<file path="config.mk">
export PLATFORM = sky130hd
export DESIGN_NAME = vga_frame_scanner
export DESIGN_NICKNAME = d
export VERILOG_FILES = /design/src/rtl/vga_frame_scanner.sv
export SDC_FILE = /design/constraint.sdc
export NUM_CORES = 1
export LEC_CHECK = 0
export CORE_ASPECT_RATIO = 0.9
export CORE_MARGIN = 2
export CORE_UTILIZATION = 55
export CTS_CLUSTER_DIAMETER = 50
export DETAILED_ROUTE_END_ITERATION = 6
export PLACE_DENSITY_LB_ADDON = 0.12
export SLEW_MARGIN = 10
export SYNTH_ARGS = -nofsm -noshare
export SYNTH_HDL_FRONTEND = slang
export SYNTH_SLANG_ARGS = --single-unit
</file>
<file path="constraint.sdc">
create_clock -name clk -period 2.6 [get_ports clk]
set_clock_uncertainty 0.2 [all_clocks]
set_input_delay 0.39 -clock clk [delete_from_list [all_inputs] [get_ports clk]]
set_output_delay 0.39 -clock clk [all_outputs]
set_load 0.02 [all_outputs]
</file>
<file path="src/rtl/vga_frame_scanner.sv">
// ---------------------------------------------------------------------------
// vga_frame_scanner
//
// Raster scanner for a 640x480@60 VGA output. It reads a 320x320 8-bit image
// from a pixel memory with a combinational read port and centres the image on
// the screen. Pixels outside the image window are shown as BG_COLOR.
//
// Pipeline, where each stage advances only on a pix_en tick:
//   position (h_cnt, v_cnt)
//     -> stage 1: registers the decode and presents mem_addr
//     -> stage 2: registers pix_out and the delayed sync/valid signals
// A position therefore appears on the display outputs exactly two ticks after
// the counters reach it. Its memory address is presented one tick after.
//
// Optional feature (compile-time macro SCANNER_PATTERN_EN):
//   This macro adds an input port named pattern_sel. When pattern_sel is 1,
//   in-window pixels show the test pattern (img_x ^ img_y) instead of
//   mem_data. Address sequencing is the same in both modes.
//
// Ports
//   clk          in   clock
//   rst          in   synchronous, active-high reset (overrides pix_en)
//   pix_en       in   pixel-rate enable; all state holds while low
//   pattern_sel  in   (SCANNER_PATTERN_EN only) select the test pattern
//   mem_addr     out  linear read address, y*IMG_W + x
//   mem_data     in   pixel for mem_addr, same cycle
//   hsync        out  horizontal sync, active low
//   vsync        out  vertical sync, active low
//   pix_valid    out  displayed pixel lies in the visible area
//   pix_out      out  displayed pixel value
//   frame_start  out  one-clk pulse on the tick where the counters wrap to (0,0)
//
// pix_en acts as a qualifier, not a handshake. The memory has no valid/ready
// signals: the scanner assumes mem_data is valid in the same cycle as mem_addr.
// ---------------------------------------------------------------------------
module vga_frame_scanner #(
    parameter int         H_ACTIVE = 640,
    parameter int         H_FP     = 16,
    parameter int         H_SYNC   = 96,
    parameter int         H_BP     = 48,
    parameter int         V_ACTIVE = 480,
    parameter int         V_FP     = 10,
    parameter int         V_SYNC   = 2,
    parameter int         V_BP     = 33,
    parameter int         IMG_W    = 320,
    parameter int         IMG_H    = 320,
    parameter int         X_OFF    = 160,
    parameter int         Y_OFF    = 80,
    parameter int         ADDR_W   = 18,
    parameter logic [7:0] BG_COLOR = 8'h00
) (
    input  logic              clk,
    input  logic              rst,
    input  logic              pix_en,
`ifdef SCANNER_PATTERN_EN
    input  logic              pattern_sel,
`endif
    output logic [ADDR_W-1:0] mem_addr,
    input  logic [7:0]        mem_data,
    output logic              hsync,
    output logic              vsync,
    output logic              pix_valid,
    output logic [7:0]        pix_out,
    output logic              frame_start
);

    localparam int H_TOTAL = H_ACTIVE + H_FP + H_SYNC + H_BP;
    localparam int V_TOTAL = V_ACTIVE + V_FP + V_SYNC + V_BP;
    localparam int H_W     = $clog2(H_TOTAL);
    localparam int V_W     = $clog2(V_TOTAL);

    // Counter-width constants, so the comparisons have matching widths.
    localparam logic [H_W-1:0] H_LAST = H_W'(H_TOTAL - 1);
    localparam logic [H_W-1:0] H_VIS  = H_W'(H_ACTIVE);
    localparam logic [H_W-1:0] HS_LO  = H_W'(H_ACTIVE + H_FP);
    localparam logic [H_W-1:0] HS_HI  = H_W'(H_ACTIVE + H_FP + H_SYNC);
    localparam logic [H_W-1:0] X_LO   = H_W'(X_OFF);
    localparam logic [H_W-1:0] X_HI   = H_W'(X_OFF + IMG_W);

    localparam logic [V_W-1:0] V_LAST = V_W'(V_TOTAL - 1);
    localparam logic [V_W-1:0] V_VIS  = V_W'(V_ACTIVE);
    localparam logic [V_W-1:0] VS_LO  = V_W'(V_ACTIVE + V_FP);
    localparam logic [V_W-1:0] VS_HI  = V_W'(V_ACTIVE + V_FP + V_SYNC);
    localparam logic [V_W-1:0] Y_LO   = V_W'(Y_OFF);
    localparam logic [V_W-1:0] Y_HI   = V_W'(Y_OFF + IMG_H);

    logic [H_W-1:0]    h_cnt;
    logic [V_W-1:0]    v_cnt;
    logic [ADDR_W-1:0] lin_addr;

    // Decode of the current counter position
    logic h_last, v_last, wrap;
    logic vis, win, hs, vs;

    // Stage 1 registers
    logic vis_d1, win_d1, hs_d1, vs_d1;
    logic [7:0] pix_sel;

    always_comb begin
        h_last = (h_cnt == H_LAST);
        v_last = (v_cnt == V_LAST);
        wrap   = h_last && v_last;
        vis    = (h_cnt < H_VIS) && (v_cnt < V_VIS);
        win    = (h_cnt >= X_LO) && (h_cnt < X_HI) &&
                 (v_cnt >= Y_LO) && (v_cnt < Y_HI);
        hs     = !((h_cnt >= HS_LO) && (h_cnt < HS_HI));
        vs     = !((v_cnt >= VS_LO) && (v_cnt < VS_HI));
    end

    // Position counters
    always_ff @(posedge clk) begin
        if (rst) begin
            h_cnt <= '0;
            v_cnt <= '0;
        end else if (pix_en) begin
            if (h_last) begin
                h_cnt <= '0;
                v_cnt <= v_last ? '0 : v_cnt + V_W'(1);
            end else begin
                h_cnt <= h_cnt + H_W'(1);
            end
        end
    end

    // Stage 1: address generation and decode delay. The window is scanned in
    // raster order, so the linear address is a running count of the window
    // pixels in this frame. No multiplier is needed.
    always_ff @(posedge clk) begin
        if (rst) begin
            lin_addr <= '0;
            mem_addr <= '0;
            vis_d1   <= 1'b0;
            win_d1   <= 1'b0;
            hs_d1    <= 1'b1;
            vs_d1    <= 1'b1;
        end else if (pix_en) begin
            vis_d1 <= vis;
            win_d1 <= win;
            hs_d1  <= hs;
            vs_d1  <= vs;
            if (win) begin
                mem_addr <= lin_addr;
            end
            if (wrap) begin
                lin_addr <= '0;
            end else if (win) begin
                lin_addr <= lin_addr + ADDR_W'(1);
            end
        end
    end

`ifdef SCANNER_PATTERN_EN
    logic [7:0] pat_d1;

    // Pattern value for the position that is in stage 1. Only the low 8 bits
    // of the image coordinates are used.
    always_ff @(posedge clk) begin
        if (rst) begin
            pat_d1 <= 8'h00;
        end else if (pix_en) begin
            pat_d1 <= 8'(h_cnt - X_LO) ^ 8'(v_cnt - Y_LO);
        end
    end
`endif

    // Pixel select for the stage-1 position. The window lies inside the
    // visible area, so outside the window (including blanking) the pixel
    // is BG_COLOR.
    always_comb begin
        pix_sel = BG_COLOR;
        if (win_d1) begin
            pix_sel = mem_data;
`ifdef SCANNER_PATTERN_EN
            if (pattern_sel) begin
                pix_sel = pat_d1;
            end
`endif
        end
    end

    // Stage 2: display outputs. frame_start is cleared on every clock where
    // pix_en is low, so it is high for exactly one clk.
    always_ff @(posedge clk) begin
        if (rst) begin
            pix_out     <= 8'h00;
            pix_valid   <= 1'b0;
            hsync       <= 1'b1;
            vsync       <= 1'b1;
            frame_start <= 1'b0;
        end else if (pix_en) begin
            pix_out     <= pix_sel;
            pix_valid   <= vis_d1;
            hsync       <= hs_d1;
            vsync       <= vs_d1;
            frame_start <= wrap;
        end else begin
            frame_start <= 1'b0;
        end
    end

endmodule
</file>
==> results.json <==
{
  "critical-path-max-stage-delay_ns": 0.60,
  "clock_tree.root_cell": "clkbuf_8",
  "synthesis.area_per_instance_sq_um": 8.504,
  "crit_chain": "inv_1 > ha_1 > nand4_1 > or4b_4 > o21ai_2 > a2111oi_0 > or3_1",
  "crit_path_start_kind": "flop",
  "track_usage_pct": 23.22,
  "core_area_sq_um": 5791,
  "cellPowerDensity_nw_per_um2": 507.6,
  "finalHoldViolCount": 0,
  "max-clock-path-buffers": 2,
  "async_reset_ff_share_pct": 0,
  "initial_utilization_pct": 57.87,
  "period_share_pct": 93.41,
  "post-synth-top-area-fraction_pct": 43.02,
  "cts_repair_resize_count": 0,
  "routed_wire_length_per_instance_microns": 14.45,
  "post_route_cells_drive_above_1_share_pct": 11.04,
  "synthDominantAreaCellType": "dfxtp_1",
  "synth_most_common_cell": "dfxtp_1",
  "htreeDepth": 3,
  "post_synth_instance_area_sq_um": 3351,
  "gp_routability_congestion": 0.8176,
  "clkTransAtPathRegs_ns": 0.07,
  "max_freq_mhz": 411.7,
  "peakVddDrop_mv": 0.4028,
  "die_w_microns": 86.28,
  "drt_first_iter_violations": 187,
  "p_int_mw": 1.600,
  "die-area_sq_um": 6733,
  "ant_nets": 0,
  "avgViaCountPerCell": 5.737,
  "syn-num-nets": 410,
  "synth-edff-count": 0,
  "synth.yosys.seq_area_share_pct": 43.02,
  "largest_cells_by_area_after_synthesis": "dfxtp_1, nand2_1, a21oi_1, nor2_1, nand4_1",
  "worst_slack_ns": 0.1713,
  "critPathKind": "flop to flop",
  "worstPathRequired_ns": 2.63,
  "grt_setup_unrepaired": "false",
  "clock_power_share_pct": 42.0,
  "vias": 2949,
  "place_hpwl_microns": 5070,
  "min-delay-path-class": "flop to flop",
  "drv_cap": 0,
  "routed_wirelength_microns": 7425,
  "power_leakage_nw": 1.422,
  "synth_cell_type_count": 54,
  "synthesis.instances": 394,
  "tritoncts.num_buffers": 9,
  "cp.buffers_inverters": 1,
  "cts_num_sinks": 72,
  "slew_viol_final": 0,
  "num_rows": 26,
  "crit_path_max_fanout": 6,
  "switching_share_pct": 22.04,
  "dpl_cell_area_sq_um": 3857,
  "final_cells": 514,
  "number_of_nets_in_the_layout": 456,
  "global_route_wire_length_before_repair_microns": 12500,
  "clk_latency_ns": 0.35,
  "slew_headroom_pct": 61.74,
  "grt_start_max_net_pins": 40,
  "die_span_in_y_microns": 78.05,
  "portBuffers": 40,
  "pre_cts_ws_ns": 0.09510,
  "cell_total_after_placement": 499,
  "hold_slack_final_ns": 0.2533,
  "ys_warn_count": 0,
  "remaining_global_route_overflow": 0,
  "postSynth.topFlopCell": "dfxtp_1",
  "setup_total_negative_slack_ns": 0,
  "tritoncts": "built",
  "timing.critical_path.arrival_ns": 2.46,
  "pwr-share-seq_pct": 54.2,
  "ys_ff_latch": 72,
  "worstMarginPinSlew_ns": 0.5717,
  "filler_cell_count": 480,
  "area_growth_pct": 20.69,
  "layout_min_cycle_time_ns": 2.429,
  "vias_in_the_first_global_route": 2652,
  "netlist_top_cells_count": "dfxtp_1, nand2_1, a21oi_1",
  "netSwitchingPower_uw": 452.5,
  "status": "finished clean",
  "ctsHoldBuffers": 0,
  "timing.critical_path.max_delay_family": "simple AND/OR/NAND/NOR gates",
  "final-setup-viol-count": 0,
  "i_o_pins": 41,
  "initial_antenna_violation_count": 0,
  "slowest_stage": "or4b_4",
  "setup.worst_path.end_class": "flop",
  "comb_power_share_pct": 3.8,
  "drtPass1Iterations": 5,
  "cts_setup_buffers": 0,
  "final_area_sq_um": 4044,
  "antenna_cells_inserted": 0,
  "detail_route.drc_violations": 0
}
## state kept, by name, indices dropped and copies added (netlist names)
name,cells
win_d1,1
vs_d1,1
vsync,1
frame_start,1
pix_valid,1
vis_d1,1
hsync,1
mem_addr,18
lin_addr,18
pix_out,8
h_cnt,10
v_cnt,10
hs_d1,1
## final cells by class
cell class	instances	area (sq um)	share of cell area, %
multi-input combinational	287	1720	42.54
sequential	72	1441	35.64
timing repair buffer	62	578.1	14.29
clock buffer	11	141.4	3.496
tap	70	87.58	2.166
clock inverter	4	45.04	1.114
inverter	8	30.03	0.7426
## stage by stage
step | power [mW] | utilization, %
global placement | 1.213 | 66.62
finish | 2.053 | 69.84
detailed placement | 1.215 | 66.62
global route | 2.123 | 69.84
CTS | 2.066 | 69.84
floorplan | 1.180 | -
## cell usage in the layout, fill, tap and decap left out, drive strengths merged, types with 2 or more instances in the layout
| cell type | instances |
|---|---|
| o21ai | 9 |
| mux2i | 6 |
| and3 | 4 |
| xnor2 | 2 |
| o22a | 2 |
| nor3 | 5 |
| a2111o | 8 |
| or2 | 2 |
| o22ai | 2 |
| nand2b | 4 |
| clkinv | 3 |
| nor4 | 2 |
| buf | 22 |
| xor2 | 10 |
| and4 | 4 |
| dfxtp | 72 |
| o2111ai | 9 |
| nand4b | 2 |
| clkbuf | 11 |
| inv | 8 |
| nand2 | 68 |
| nand3 | 18 |
| nor4b | 2 |
| clkdlybuf4s50 | 40 |
| or3 | 8 |
| nand4 | 16 |
| a31oi | 3 |
| nor2b | 8 |
| ha | 5 |
| nor2 | 31 |
| a21oi | 45 |
## power groups by stage
stage | logic [mW] | registers (mW) | clock network (mW)
floorplan | 0.0421 | 1.14 | 0
finish | 0.0780 | 1.11 | 0.862
global route | 0.0846 | 1.11 | 0.925
CTS | 0.0789 | 1.11 | 0.875
detailed placement | 0.0773 | 1.14 | 0
global placement | 0.0754 | 1.14 | 0
## routing by layer
| layer | vias to the layer above | track usage (%) | routed length [microns] |
|---|---|---|---|
| met5 | - | 0 | 0 |
| met4 | 0 | 7.187 | 65 |
| met3 | 5 | 7.256 | 485 |
| met2 | 89 | 36.05 | 3432 |
| met1 | 1364 | 31.00 | 3442 |
| li1 | 1491 | - | - |
## worst min-delay path, delay by kind of cell (launching register included)
family	cells	cell delay (ns)
simple gates	1	0.05
compound gates	1	0.05
flops	1	0.31
## cell families after synthesis
group                    after synthesis  share of synthesized area, %
flip-flops                            72                         43.02
adder cells (fa/ha/maj)                5                         1.867
XOR/XNOR                              12                         3.137
AND/OR/NAND/NOR                      179                         27.63
buffers and inverters                 35                         5.639
AO/OA/AOI/OAI                         85                         16.92
multiplexers                           6                         1.792
## worst paths after layout
kind                                   from            to  slack (ns)  cells past startpoint
worst max-delay path               v_cnt[1]  lin_addr[11]        0.17                      7
worst min-delay path            mem_addr[4]   mem_addr[4]        0.25                      2
worst max register to register     v_cnt[1]  lin_addr[11]        0.17                      7
worst min register to register  mem_addr[4]   mem_addr[4]        0.25                      2
Power figures use the tool's default switching activity.
